==> src/rtl/bcd_dabble_if.sv <==
// Handshake/result bundle for the bcd_dabble binary-to-BCD converter.
// The blank field exists only when BCD_BLANK_EN is defined.
interface bcd_dabble_if #(
  parameter int unsigned WIDTH  = 16,
  parameter int unsigned DIGITS = 5
);
  logic                  load;
  logic [WIDTH-1:0]      number;
  logic [4*DIGITS-1:0]   digits;
  logic                  ready;
  logic                  done;
  logic                  overflow;
`ifdef BCD_BLANK_EN
  logic [DIGITS-1:0]     blank;

  modport master (output load, number, input digits, ready, done, overflow, blank);
  modport slave  (input load, number, output digits, ready, done, overflow, blank);
`else
  modport master (output load, number, input digits, ready, done, overflow);
  modport slave  (input load, number, output digits, ready, done, overflow);
`endif
endinterface

==> src/rtl/bcd_dabble.sv <==
// Fixed-latency (WIDTH cycles) double-dabble binary-to-BCD converter with saturation.
// Define BCD_BLANK_EN to add the registered leading-zero blank output.
module bcd_dabble #(
  parameter int unsigned WIDTH  = 16,
  parameter int unsigned DIGITS = 5
) (
  input logic         clk,
  input logic         reset_n,
  bcd_dabble_if.slave bus
);
  localparam int unsigned SW = 4 * DIGITS;
  localparam int unsigned CW = $clog2(WIDTH + 1);

  typedef enum logic [0:0] {StIdle, StShift} state_e;

  state_e          state_q;
  logic [WIDTH-1:0] shift_q;
  logic [SW-1:0]   scratch_q;
  logic [CW-1:0]   cnt_q;
  logic            sticky_q;
  logic [SW-1:0]   digits_q;
  logic            overflow_q;
  logic            done_q;

  logic [SW-1:0]    adj;
  logic [SW-1:0]    scratch_nx;
  logic [WIDTH-1:0] shift_nx;
  logic             sticky_nx;
  logic             final_ovf;

  always_comb begin
    adj = '0;
    for (int k = 0; k < int'(DIGITS); k++) begin
      adj[4*k +: 4] = (scratch_q[4*k +: 4] >= 4'd5) ? scratch_q[4*k +: 4] + 4'd3
                                                    : scratch_q[4*k +: 4];
    end
    scratch_nx = {adj[SW-2:0], shift_q[WIDTH-1]};
    shift_nx   = {shift_q[WIDTH-2:0], 1'b0};
    // A 1 leaving the scratch MSB means the value no longer fits in DIGITS digits.
    sticky_nx  = sticky_q | adj[SW-1];
    final_ovf  = sticky_nx | (scratch_nx[SW-1 -: 4] > 4'd9);
  end

`ifdef BCD_BLANK_EN
  localparam logic [DIGITS-1:0] BlankRst = ~DIGITS'(1);

  logic [DIGITS-1:0] blank_q;
  logic [DIGITS-1:0] blank_nx;
  logic              lead_zero;

  always_comb begin
    blank_nx  = '0;
    lead_zero = 1'b1;
    for (int k = int'(DIGITS) - 1; k >= 0; k--) begin
      lead_zero   = lead_zero & (scratch_nx[4*k +: 4] == 4'd0);
      blank_nx[k] = lead_zero;
    end
    blank_nx[0] = 1'b0;
    if (final_ovf) blank_nx = '0;
  end

  assign bus.blank = blank_q;
`endif

  always_ff @(posedge clk or negedge reset_n) begin
    if (!reset_n) begin
      state_q    <= StIdle;
      shift_q    <= '0;
      scratch_q  <= '0;
      cnt_q      <= '0;
      sticky_q   <= 1'b0;
      digits_q   <= '0;
      overflow_q <= 1'b0;
      done_q     <= 1'b0;
`ifdef BCD_BLANK_EN
      blank_q    <= BlankRst;
`endif
    end else begin
      done_q <= 1'b0;
      unique case (state_q)
        StIdle: begin
          if (bus.load) begin
            shift_q   <= bus.number;
            scratch_q <= '0;
            sticky_q  <= 1'b0;
            cnt_q     <= CW'(WIDTH);
            state_q   <= StShift;
          end
        end
        StShift: begin
          shift_q   <= shift_nx;
          scratch_q <= scratch_nx;
          sticky_q  <= sticky_nx;
          cnt_q     <= cnt_q - 1'b1;
          if (cnt_q == CW'(1)) begin
            digits_q   <= final_ovf ? {DIGITS{4'h9}} : scratch_nx;
            overflow_q <= final_ovf;
            done_q     <= 1'b1;
            state_q    <= StIdle;
`ifdef BCD_BLANK_EN
            blank_q    <= blank_nx;
`endif
          end
        end
        default: state_q <= StIdle;
      endcase
    end
  end

  assign bus.digits   = digits_q;
  assign bus.overflow = overflow_q;
  assign bus.done     = done_q;
  assign bus.ready    = (state_q == StIdle);
endmodule
==> src/flat_wrapper.sv <==
// flat-port wrapper written by rule: the top's interface ports become plain ports
module bcd_dabble_flat 
#(
  parameter int unsigned WIDTH  = 16,
  parameter int unsigned DIGITS = 5
)
  (clk, reset_n, bus_load, bus_number, bus_digits, bus_ready, bus_done, bus_overflow);
  bcd_dabble_if #(.WIDTH(WIDTH), .DIGITS(DIGITS)) bus_i ();
  input logic clk;
  input logic reset_n;
  input wire logic [$bits(bus_i.load)-1:0] bus_load;
  input wire logic [$bits(bus_i.number)-1:0] bus_number;
  output wire logic [$bits(bus_i.digits)-1:0] bus_digits;
  output wire logic [$bits(bus_i.ready)-1:0] bus_ready;
  output wire logic [$bits(bus_i.done)-1:0] bus_done;
  output wire logic [$bits(bus_i.overflow)-1:0] bus_overflow;
  assign bus_i.load = bus_load;
  assign bus_i.number = bus_number;
  assign bus_digits = bus_i.digits;
  assign bus_ready = bus_i.ready;
  assign bus_done = bus_i.done;
  assign bus_overflow = bus_i.overflow;
  bcd_dabble #(.WIDTH(WIDTH), .DIGITS(DIGITS)) u_core (.clk(clk), .reset_n(reset_n), .bus(bus_i));
endmodule
==> config.mk <==
export PLATFORM = sky130hd
export DESIGN_NAME = bcd_dabble_flat
export DESIGN_NICKNAME = d
export VERILOG_FILES = /design/src/rtl/bcd_dabble_if.sv /design/src/rtl/bcd_dabble.sv /design/src/flat_wrapper.sv
export SDC_FILE = /design/constraint.sdc
export NUM_CORES = 1
export LEC_CHECK = 0
export CAP_MARGIN = 5
export CORE_MARGIN = 5
export CORE_UTILIZATION = 45
export DETAILED_ROUTE_END_ITERATION = 12
export PLACE_DENSITY = 0.7
export SYNTH_ARGS = -nofsm -noshare
export SYNTH_HDL_FRONTEND = slang
export SYNTH_SLANG_ARGS = --single-unit
==> constraint.sdc <==
create_clock -name clk -period 2.1 [get_ports clk]
set_input_delay 0.63 -clock clk [delete_from_list [all_inputs] [get_ports clk]]
set_output_delay 0.63 -clock clk [all_outputs]
set_load 0.05 [all_outputs]
[After elaboration in Yosys (flattened, before gate mapping)]
Cells that the tools add are included.
Cells by class
  add/subtract/negate cells: 6
  reductions and logical operators: 1
  equality and inequality tests: 2
  bitwise gates (word level): 3
  magnitude comparators: 6
  multiplexer cells: 19
Operators with widths (number)
  two-way mux 20 bit: 2
  one-hot mux 20 bit (2 select lines): 1
  one-hot mux 16 bit (2 select lines): 1
  adder 4 x 2 -> 4 bit (second input constant): 5
  greater-or-equal comparator 4 x 3 -> 1 bit (second input constant): 5
  two-way mux 4 bit: 5
  two-way mux 16 bit: 1
  one-hot mux 5 bit (2 select lines): 1
  equality test 5 x 1 -> 1 bit (second input constant): 1
  two-way mux 1 bit: 5
  two-way mux 5 bit: 1
  subtractor 5 x 1 -> 5 bit (second input constant): 1
  greater-than comparator 4 bit (second input constant): 1
  one-hot mux 1 bit (2 select lines): 2
  inequality test 2 bit (second input constant): 1
  OR 1 bit: 2
  AND reduction 2 bit: 1
  NOT 1 bit: 1
Storage, ports and cells
  output and inout bits: 23
  logic and storage cells: 45
  bits in registers: 65
  input bits: 19

[Depth between registers and ports, before layout]
Gate-level depths: netlist (run 1).
  depth after elaboration: 5
  depth in mapped cells: 8

[Worst setup path before layout (run 1)]
Ideal clock, no wire load.
  path type: reg2reg
  from: register u_core.scratch_q[16]
  to: register u_core.digits_q[11] (netlist: u_core.bus.digits[11])
  data arrival time: 1951 ps
  required time: 1942 ps
  setup time: 158 ps
  path buffers: 0
  stages on the path, launching flop included: 7
  setup slack: -9 ps
  period minus slack after synthesis: 2109 ps
  path through: dfrtp_1 inv_1 ha_1 nand2b_4 a2111o_1 a2111oi_4 a41oi_1
On the way
  word-level cells in the longest chain between the ends: 5
Ends and longest elaborated chain
  start: declaration: line bcd_dabble.sv:18  | logic [SW-1:0] scratch_q;
  start signal: assignment: line bcd_dabble.sv:92  | scratch_q <= scratch_nx;
  adder 4 x 2 -> 4 bit or greater-or-equal comparator 4 x 3 -> 1 bit (tied branches): line bcd_dabble.sv:34  | adj[4*k +: 4] = (scratch_q[4*k +: 4] >= 4'd5) ? scratch_q[4*k +: 4] + 4'd3
  two-way mux 4 bit *: line bcd_dabble.sv:34
  greater-than comparator 4 bit or OR 1 bit (tied branches): line bcd_dabble.sv:41, bcd_dabble.sv:40
  OR 1 bit *: line bcd_dabble.sv:41  | final_ovf = sticky_nx | (scratch_nx[SW-1 -: 4] > 4'd9);
  two-way mux 20 bit *: line bcd_dabble.sv:96  | digits_q <= final_ovf ? {DIGITS{4'h9}} : scratch_nx;
  end signal: assignment: line bcd_dabble.sv:96
  end: declaration: line bcd_dabble.sv:21  | logic [SW-1:0] digits_q;
Mark *: on every way between the ends. The rest lies on a longest branch, timed or not.
A chain may end at the register's enable or synchronous reset.

[Final worst setup path (run 1)]
  from: register u_core.scratch_q[16]
  to: register u_core.digits_q[5] (netlist: u_core.bus.digits[5])
The elaborated chain is that of the path after synthesis.

==> results of run 1 <==
layout make-up:
class / instances / area, um2 / share of cell area [%]
clock buffers: 11 / 141 / 3.55
inverters: 20 / 75.1 / 1.89
clock inverters: 4 / 20.0 / 0.503
flip-flops and latches: 65 / 1630 / 40.9
multi-input cells: 223 / 1490 / 37.6
repair buffers: 58 / 500 / 12.6
well taps: 96 / 120 / 3.02
worst paths after layout:
check | startpoint | end | slack, ns | depth (start not counted)
min reg2reg | u_core.bus.overflow | u_core.bus.overflow | 0.48 | 2
min | reset_n | u_core.scratch_q[18] | 0.22 | 1
max in group asynchronous | reset_n | u_core.shift_q[11] | 1.36 | 2
max | u_core.scratch_q[16] | u_core.bus.digits[5] | -0.006 | 5
min in group clk | u_core.bus.overflow | u_core.bus.overflow | 0.48 | 2
max reg2reg | u_core.scratch_q[16] | u_core.bus.digits[5] | -0.006 | 5
flip-flops by register name (all words and copies together) (netlist names):
name / cells
u_core.state_q: 1
u_core.shift_q: 16
u_core.bus.done: 1
u_core.sticky_q: 1
u_core.cnt_q: 5
u_core.bus.digits: 20
u_core.scratch_q: 20
u_core.bus.overflow: 1
stage by stage:
step / util (%) / hold slack (ns) / TNS [ns] / cell area, um2
3_3_place_gp: 54.8 / 0.465 / 0 / 3740
6_report: 58.2 / 0.221 / -0.00688 / 3980
4_1_cts: 57.2 / 0.229 / 0 / 3910
5_1_grt: 58.2 / 0.238 / -0.491 / 3980
3_5_place_dp: 54.8 / 0.470 / -0.113 / 3740
2_1_floorplan: - / 0.334 / 0 / 3190
worst max-delay path: stages (launching register included):
cell      delay, ns
dfrtp_1        0.41
ha_2           0.20
nand2b_4       0.14
a2111o_1       0.44
a2111o_1       0.58
o31ai_1        0.24
layout by cell type (no fill, tap or decap), types with 3 or more instances in the layout:
cell and n:
ha_1 10, a21oi_1 15, xnor2_1 6, nor3b_1 4, nor3_1 3, nor2_1 20, o31ai_2 5, buf_4 38
inv_2 3, nand2b_1 4, a41oi_2 4, a32o_1 3, a31oi_1 6, o21ai_0 26, nand2_1 54, o31ai_1 4
a21o_1 3, clkbuf_8 10, dfrtp_1 65, inv_1 17, mux2_2 3, o22ai_1 18, mux2i_1 18, clkinv_2 4
clkdlybuf4s50_1 17
timing repair:
action                     in CTS  in global routing
setup buffers                   0                  0
setup endpoints to repair       7                 15
pin swaps                       3                  9
resized for setup               2                 13
hold buffers                    0                  0
report_power, final:
part	total (mW)	switching (mW)	internal [mW]	leakage, nW
registers	2.18	0.406	1.77	0.808
logic	3.25	1.96	1.29	0.877
clock network	0.909	0.463	0.446	0.0887
total	6.34	2.83	3.51	1.77
kinds of logic (layout without fill, tap and decap cells):
| kind of cell | Yosys count | in the layout | synth area share [%] |
|---|---|---|---|
| AO/OA/AOI/OAI | 89 | 89 | 18.1 |
| XOR/XNOR | 7 | 7 | 1.92 |
| adder cells (fa/ha/maj) | 12 | 12 | 4.71 |
| buffers and inverters | 38 | 93 | 4.47 |
| flip-flops | 65 | 65 | 51.0 |
| multiplexers | 21 | 21 | 6.71 |
| AND/OR/NAND/NOR | 94 | 94 | 13.1 |
layer usage:
| metal | vias up | share of wire, % |
|---|---|---|
| li1 | 1246 | - |
| met1 | 1196 | 47 |
| met2 | 59 | 47 |
| met3 | 10 | 4.8 |
| met4 | 0 | 1.2 |
| met5 | - | 0 |
==> impl_metrics.tcl, run 1 <==
set metrics [dict create \
    status "finished with violations" \
    violations "setup timing" \
    via_per_inst 5.26 \
    drive_gt1_share_pct 19.9 \
    nets 408 \
    maxCapViolations 0 \
    synth_area_leaders "dfrtp_1 51%, nand2_1 6.4%, mux2i_1 5.7%" \
    fmax_mhz 475 \
    drc 0 \
    cts_tree "done" \
    ys_ff_latch 65 \
    n_fill_cell 628 \
    drtAntennaViolNets 0 \
    syn_area_um2 3190 \
    fp.dieH_um 94.2 \
    first_pass_iters 4 \
    final_max_slew_viol_count 0 \
    hpwl_um 4910 \
    met3_usage_pct 6.09 \
    clk-insertion-delay-late_ns 0.34 \
    final-instance-count-excl-fill 477 \
    p_leak_nw 1.77 \
    yosysMostFrequentCell "dfrtp_1" \
    rsz0062_at_grt "yes" \
    top_usage_layer "met2" \
    synth_top_area_share_pct 51.0 \
    num_io_pins 42 \
    area_growth_syn_to_layout_pct 24.8 \
    grt_usage_pct 17.3 \
    grt_overflow 0 \
    critPathLaunchType "register" \
    ys_warn_count 0 \
    place.gp.congestion 0.788 \
    num_vias 2511 \
    clkSinkCount 65 \
    postSynthCellCount 326 \
    ys_seq_area_share_pct 51.0 \
    grt_pass1_wl_um 11900 \
    synth_common_cells "65 x dfrtp_1, 54 x nand2_1, 26 x o21ai_0" \
    grt_max_degree 46 \
    die_area_um2 8870 \
    ctsLongestPathBuffers 2 \
    cp-end-kind "register" \
    antenna_found_initial 0 \
    p_per_area_nw_per_um2 1590 \
    io_buffers 41 \
    p_total_mw 6.34 \
    path_clk_slew_ns 0.07 \
    use_met1_pct 22.5 \
    setup_ws_ns -0.00625 \
    worstSetupPathType "reg2reg" \
    htreeDepth 3 \
    syn_avg_cell_area_um2 9.78 \
    die_w_um 94.2 \
    synth_edf_count 0 \
    ir_drop_mv 0.531 \
    fin_skew_ns 0.00636 \
    timing_hold_violations_final 0 \
    hold_class "in2async" \
    worstPathArrival_ns 2.35 \
    finalCritPeriodShare_pct 100 \
    met2_usage_pct 27.2 \
    root_buffer "clkbuf_8" \
    wire_per_inst_um 14.4 \
    dp_cells 462 \
    core_um2 6830 \
    post-place-ws_ns -0.0378 \
    synth_cell_types 33 \
    drtIter0Drc 149 \
    crit_fanout 7 \
    antenna-diode-count 0 \
    slew_headroom_pct 69.1 \
    synth.largest_area_cell "dfrtp_1" \
    cts_buffers 9 \
    row_count 30 \
    setup_viol 2 \
    start_util_pct 46.7 \
    wl_um 6880 \
    worst_ep_required_time_ns 2.34 \
    first_global_vias 2536 \
    tightest_slew_ns 0.462 \
    synth_ff_type "dfrtp_1" \
    period_needed_ns 2.11 \
    ys_async_sr_fraction_pct 100 \
    syn_nets 357 \
]
Power figures use the tool's default switching activity.
==> inputs of run 2 (changes only) <==
--- a/config.mk
+++ b/config.mk
@@ -6,10 +6,11 @@
 export NUM_CORES = 1
 export LEC_CHECK = 0
 export CAP_MARGIN = 5
-export CORE_MARGIN = 5
+export CORE_MARGIN = 2
 export CORE_UTILIZATION = 45
 export DETAILED_ROUTE_END_ITERATION = 12
 export PLACE_DENSITY = 0.7
 export SYNTH_ARGS = -nofsm -noshare
 export SYNTH_HDL_FRONTEND = slang
 export SYNTH_SLANG_ARGS = --single-unit
+export TNS_END_PERCENT = 30
==> impl_metrics.tcl, run 2 (same netlist as run 1, synthesis figures left out) <==
set metrics [dict create \
    critPathLaunchType "register" \
    clk-insertion-delay-late_ns 0.34 \
    crit_fanout 7 \
    start_util_pct 46.7 \
    cts_buffers 9 \
    slew_headroom_pct 57.2 \
    cp-end-kind "register" \
    io_buffers 41 \
    grt_overflow 0 \
    drtIter0Drc 122 \
    p_total_mw 6.72 \
    worst_ep_required_time_ns 2.34 \
    fmax_mhz 463 \
    die_area_um2 7770 \
    hpwl_um 4760 \
    grt_max_degree 51 \
    core_um2 6830 \
    htreeDepth 3 \
    layout_commonest_cell "dfrtp_1" \
    nets 408 \
    ir_drop_mv 0.599 \
    drc 0 \
    wire_per_inst_um 14.8 \
    root_buffer "clkbuf_8" \
    wl_um 7060 \
    drive_gt1_share_pct 18.6 \
    fp.dieH_um 88.2 \
    setup_ws_ns -0.0605 \
    worstSetupPathType "reg2reg" \
    die_w_um 88.2 \
    num_io_pins 42 \
    timing_hold_violations_final 0 \
    grt_usage_pct 19.7 \
    layout_common_cells "65 x dfrtp_1, 54 x nand2_1, 37 x buf_4, 26 x o21ai_0, 20 x nor2_1" \
    maxCapViolations 0 \
    violations "setup timing" \
    p_leak_nw 1.80 \
    worstPathArrival_ns 2.40 \
    hold_class "in2async" \
    setup_viol 4 \
    row_count 30 \
    status "finished with violations" \
    drtAntennaViolNets 0 \
    clkSinkCount 65 \
    antenna-diode-count 0 \
    area_growth_syn_to_layout_pct 26.2 \
    cts_hold_buf 0 \
    cts_tree "done" \
    place.gp.congestion 0.803 \
    finalCritPeriodShare_pct 103 \
    p_per_area_nw_per_um2 1670 \
    period_needed_ns 2.16 \
    path_clk_slew_ns 0.07 \
    antenna_found_initial 0 \
    num_vias 2553 \
    ctsLongestPathBuffers 2 \
    first_pass_iters 5 \
    dp_cells 459 \
    grt_pass1_wl_um 11800 \
    rsz0062_at_grt "yes" \
    fin_skew_ns 0.00813 \
    first_global_vias 2480 \
    final-instance-count-excl-fill 478 \
    tightest_slew_ns 0.640 \
    final_max_slew_viol_count 0 \
    via_per_inst 5.34 \
]
[run 2: changes by cell type in the layout (fill, tap and decap cells not counted), moves of 2 or more]
cell / delta
a41oi_1: +4
a41oi_2: -4
bufinv_16: +2
clkinv_2: -2
o31ai_1: +2
o31ai_2: -2
[run 2: timing repair]
action	CTS	global route
buffers inserted	0	3
pin swaps	2	10
endpoints found under the setup margin	7	11
cloned	0	0
resized for setup	2	7
[run 2: final cells by class]
| cell class | instances | area (um2) |
|---|---|---|
| multi-input combinational | 223 | 1460 |
| fill | 614 | 2810 |
| timing repair buffer | 58 | 513 |
| clock inverter | 5 | 77.6 |
| clock buffer | 11 | 151 |
| inverter | 20 | 75.1 |
| sequential | 65 | 1630 |
| tap | 96 | 120 |
[run 2: worst max-delay path, cell delays in order (launching register included)]
cell and delay (ns):
dfrtp_1 0.42, ha_4 0.18, nand2b_4 0.13, a2111o_1 0.47, a2111o_1 0.58, o31ai_1 0.28
[run 2: path summary, 6_finish.rpt]
path	from	end	slack, ns	depth (start not counted)
setup / recovery	u_core.scratch_q[16]	u_core.bus.digits[5]	-0.06	5
hold / removal	reset_n	u_core.bus.digits[15]	0.21	1
setup reg to reg	u_core.scratch_q[16]	u_core.bus.digits[5]	-0.06	5
hold reg to reg	u_core.shift_q[6]	u_core.shift_q[7]	0.49	2
max in group asynchronous	reset_n	u_core.shift_q[1]	1.27	2
min in group clk	u_core.shift_q[6]	u_core.shift_q[7]	0.49	2
[run 2: report_power, final]
part / leakage [nW] / internal [mW] / switching, mW / total [mW]
logic: 0.872 / 1.33 / 1.99 / 3.33
clock network: 0.115 / 0.729 / 0.487 / 1.22
registers: 0.808 / 1.77 / 0.405 / 2.18
total: 1.80 / 3.83 / 2.89 / 6.72
[run 2: metal layers]
metal,vias to the layer above,wire length (um),part of all wire (%),global-route usage (%)
li1,1238,-,-,-
met1,1241,3160,45,25.6
met2,66,3450,49,32.1
met3,8,375,5.3,5.00
met4,0,71,1.0,6.89
met5,-,0,0,0
[run 2: metrics by stage]
step	hold WS (ns)	TNS, ns	setup WS (ns)	utilization, %	cell area [um2]
after global placement	0.464	0	0.0161	54.6	3730
after floorplan	0.334	0	0.0323	-	3190
final	0.211	-0.0790	-0.0605	58.9	4020
after detailed placement	0.470	-0.336	-0.0838	54.6	3730
after global routing	0.218	-0.503	-0.110	58.9	4020
after CTS	0.214	0	0.00313	58.1	3970
==> inputs of run 3 (changes only) <==
--- a/config.mk
+++ b/config.mk
@@ -9,7 +9,9 @@
 export CORE_MARGIN = 2
 export CORE_UTILIZATION = 45
 export DETAILED_ROUTE_END_ITERATION = 12
+export GPL_TIMING_DRIVEN = 0
 export PLACE_DENSITY = 0.7
+export SKIP_CTS_REPAIR_TIMING = 1
 export SYNTH_ARGS = -nofsm -noshare
 export SYNTH_HDL_FRONTEND = slang
 export SYNTH_SLANG_ARGS = --single-unit
==> impl_metrics.tcl, run 3 (same netlist as run 1, synthesis figures left out) <==
set metrics [dict create \
    status "finished with violations" \
    violations "setup timing" \
    wl_um 7360 \
    drtIter0Drc 174 \
    fin_skew_ns 0.00983 \
    rsz0062_at_grt "yes" \
    worst_ep_required_time_ns 2.34 \
    first_global_vias 2554 \
    layout_commonest_cell "dfrtp_1" \
    layout_common_cells "64 x dfrtp_1, 54 x nand2_1, 26 x o21ai_0, 22 x dlymetal6s2s_1, 20 x nor2_1" \
    grt_pass1_wl_um 11700 \
    clkSinkCount 65 \
    fmax_mhz 469 \
    critPathLaunchType "register" \
    die_w_um 88.2 \
    maxCapViolations 0 \
    grt_usage_pct 19.6 \
    nets 411 \
    final-instance-count-excl-fill 481 \
    setup_ws_ns -0.0304 \
    grt_max_degree 66 \
    dp_cells 462 \
    clk-insertion-delay-late_ns 0.33 \
    met1_length_um 3290 \
    via_per_inst 5.40 \
    p_per_area_nw_per_um2 1600 \
    worst_hold_slack_ns 0.378 \
    tightest_slew_ns 0.836 \
    ir_drop_mv 0.531 \
    cp-end-kind "register" \
    first_pass_iters 4 \
    ctsLongestPathBuffers 2 \
    num_io_pins 42 \
    met2WireLength_um 3660 \
    cts_tree "done" \
    row_count 30 \
    timing_hold_violations_final 0 \
    die_area_um2 7770 \
    area_growth_syn_to_layout_pct 28.2 \
    finalCritPeriodShare_pct 101 \
    period_needed_ns 2.13 \
    wire_per_inst_um 15.3 \
    worstPathArrival_ns 2.37 \
    htreeDepth 3 \
    final_max_slew_viol_count 0 \
    met3_length_um 347 \
    num_vias 2598 \
    drive_gt1_share_pct 12.7 \
    drc 0 \
    cts_buffers 9 \
    final_core_utilization_pct 59.8 \
    path_clk_slew_ns 0.07 \
    slew_headroom_pct 44.2 \
    p_leak_nw 1.96 \
    antenna_found_initial 0 \
    root_buffer "clkbuf_8" \
    hpwl_um 4980 \
    grt_overflow 0 \
    hold_class "in2async" \
    drtAntennaViolNets 0 \
    fp.dieH_um 88.2 \
    core_um2 6830 \
    start_util_pct 46.7 \
    io_buffers 40 \
    setup_viol 7 \
    antenna-diode-count 0 \
    worstSetupPathType "reg2reg" \
    place.gp.congestion 0.853 \
    top_layer "met4" \
    crit_fanout 7 \
    p_total_mw 6.52 \
]
==> run 3: changes by cell type in the layout (fill, tap and decap cells not counted), sizes merged <==
cell,before,now
clkinv,2,3
dlymetal6s2s,0,22
bufinv,2,0
clkbuf,11,26
buf,41,8
clkdlybuf4s50,17,16
clkinvlp,1,2
==> run 3: routing by layer <==
| metal | global-route usage [%] | vias to the layer above |
|---|---|---|
| li1 | - | 1249 |
| met1 | 24.7 | 1273 |
| met2 | 33.3 | 70 |
| met3 | 3.68 | 6 |
| met4 | 8.13 | 0 |
| met5 | 0 | - |
==> run 3: path summary, 6_finish.rpt <==
check / from / end / slack, ns / cells after the start
worst max register to register: u_core.scratch_q[17] / u_core.bus.digits[18] / -0.03 / 6
worst min-delay path: reset_n / u_core.bus.digits[16] / 0.38 / 1
max in group asynchronous: reset_n / u_core.scratch_q[16] / 1.14 / 1
worst max-delay path: u_core.scratch_q[17] / u_core.bus.digits[18] / -0.03 / 6
worst min register to register: u_core.bus.overflow / u_core.bus.overflow / 0.48 / 2
min in group clk: u_core.bus.overflow / u_core.bus.overflow / 0.48 / 2
==> run 3: power breakdown <==
| group | switching [mW] | leakage, nW | internal [mW] |
|---|---|---|---|
| logic | 2.07 | 1.06 | 1.32 |
| registers | 0.399 | 0.807 | 1.77 |
| clock network | 0.476 | 0.0911 | 0.486 |
==> run 3: critical path, stage by stage, from the launching register on <==
cell,delay [ns]
dfrtp_1,0.40
inv_2,0.08
ha_4,0.16
nand2b_4,0.14
a2111o_1,0.43
a2111o_2,0.59
o31ai_2,0.22
==> run 3: cell type report <==
type | instances | area, um2
Fill cell | 617 | 2750
Sequential cell | 65 | 1630
Buffer | 17 | 67.6
Multi-Input combinational cell | 223 | 1530
Tap cell | 96 | 120
Clock inverter | 5 | 30.0
Timing Repair Buffer | 44 | 484
Clock buffer | 11 | 151
Inverter | 20 | 80.1
==> run 3: metrics by stage <==
stage	cell area, um2	setup TNS [ns]	setup slack (ns)
finish	4090	-0.129	-0.0304
global route	4090	-0.862	-0.0926
CTS	3890	-6.97	-1.18
detailed placement	3710	-6.16	-0.796
global placement	3710	-122.43	-1.80
floorplan	3190	0	0.0323
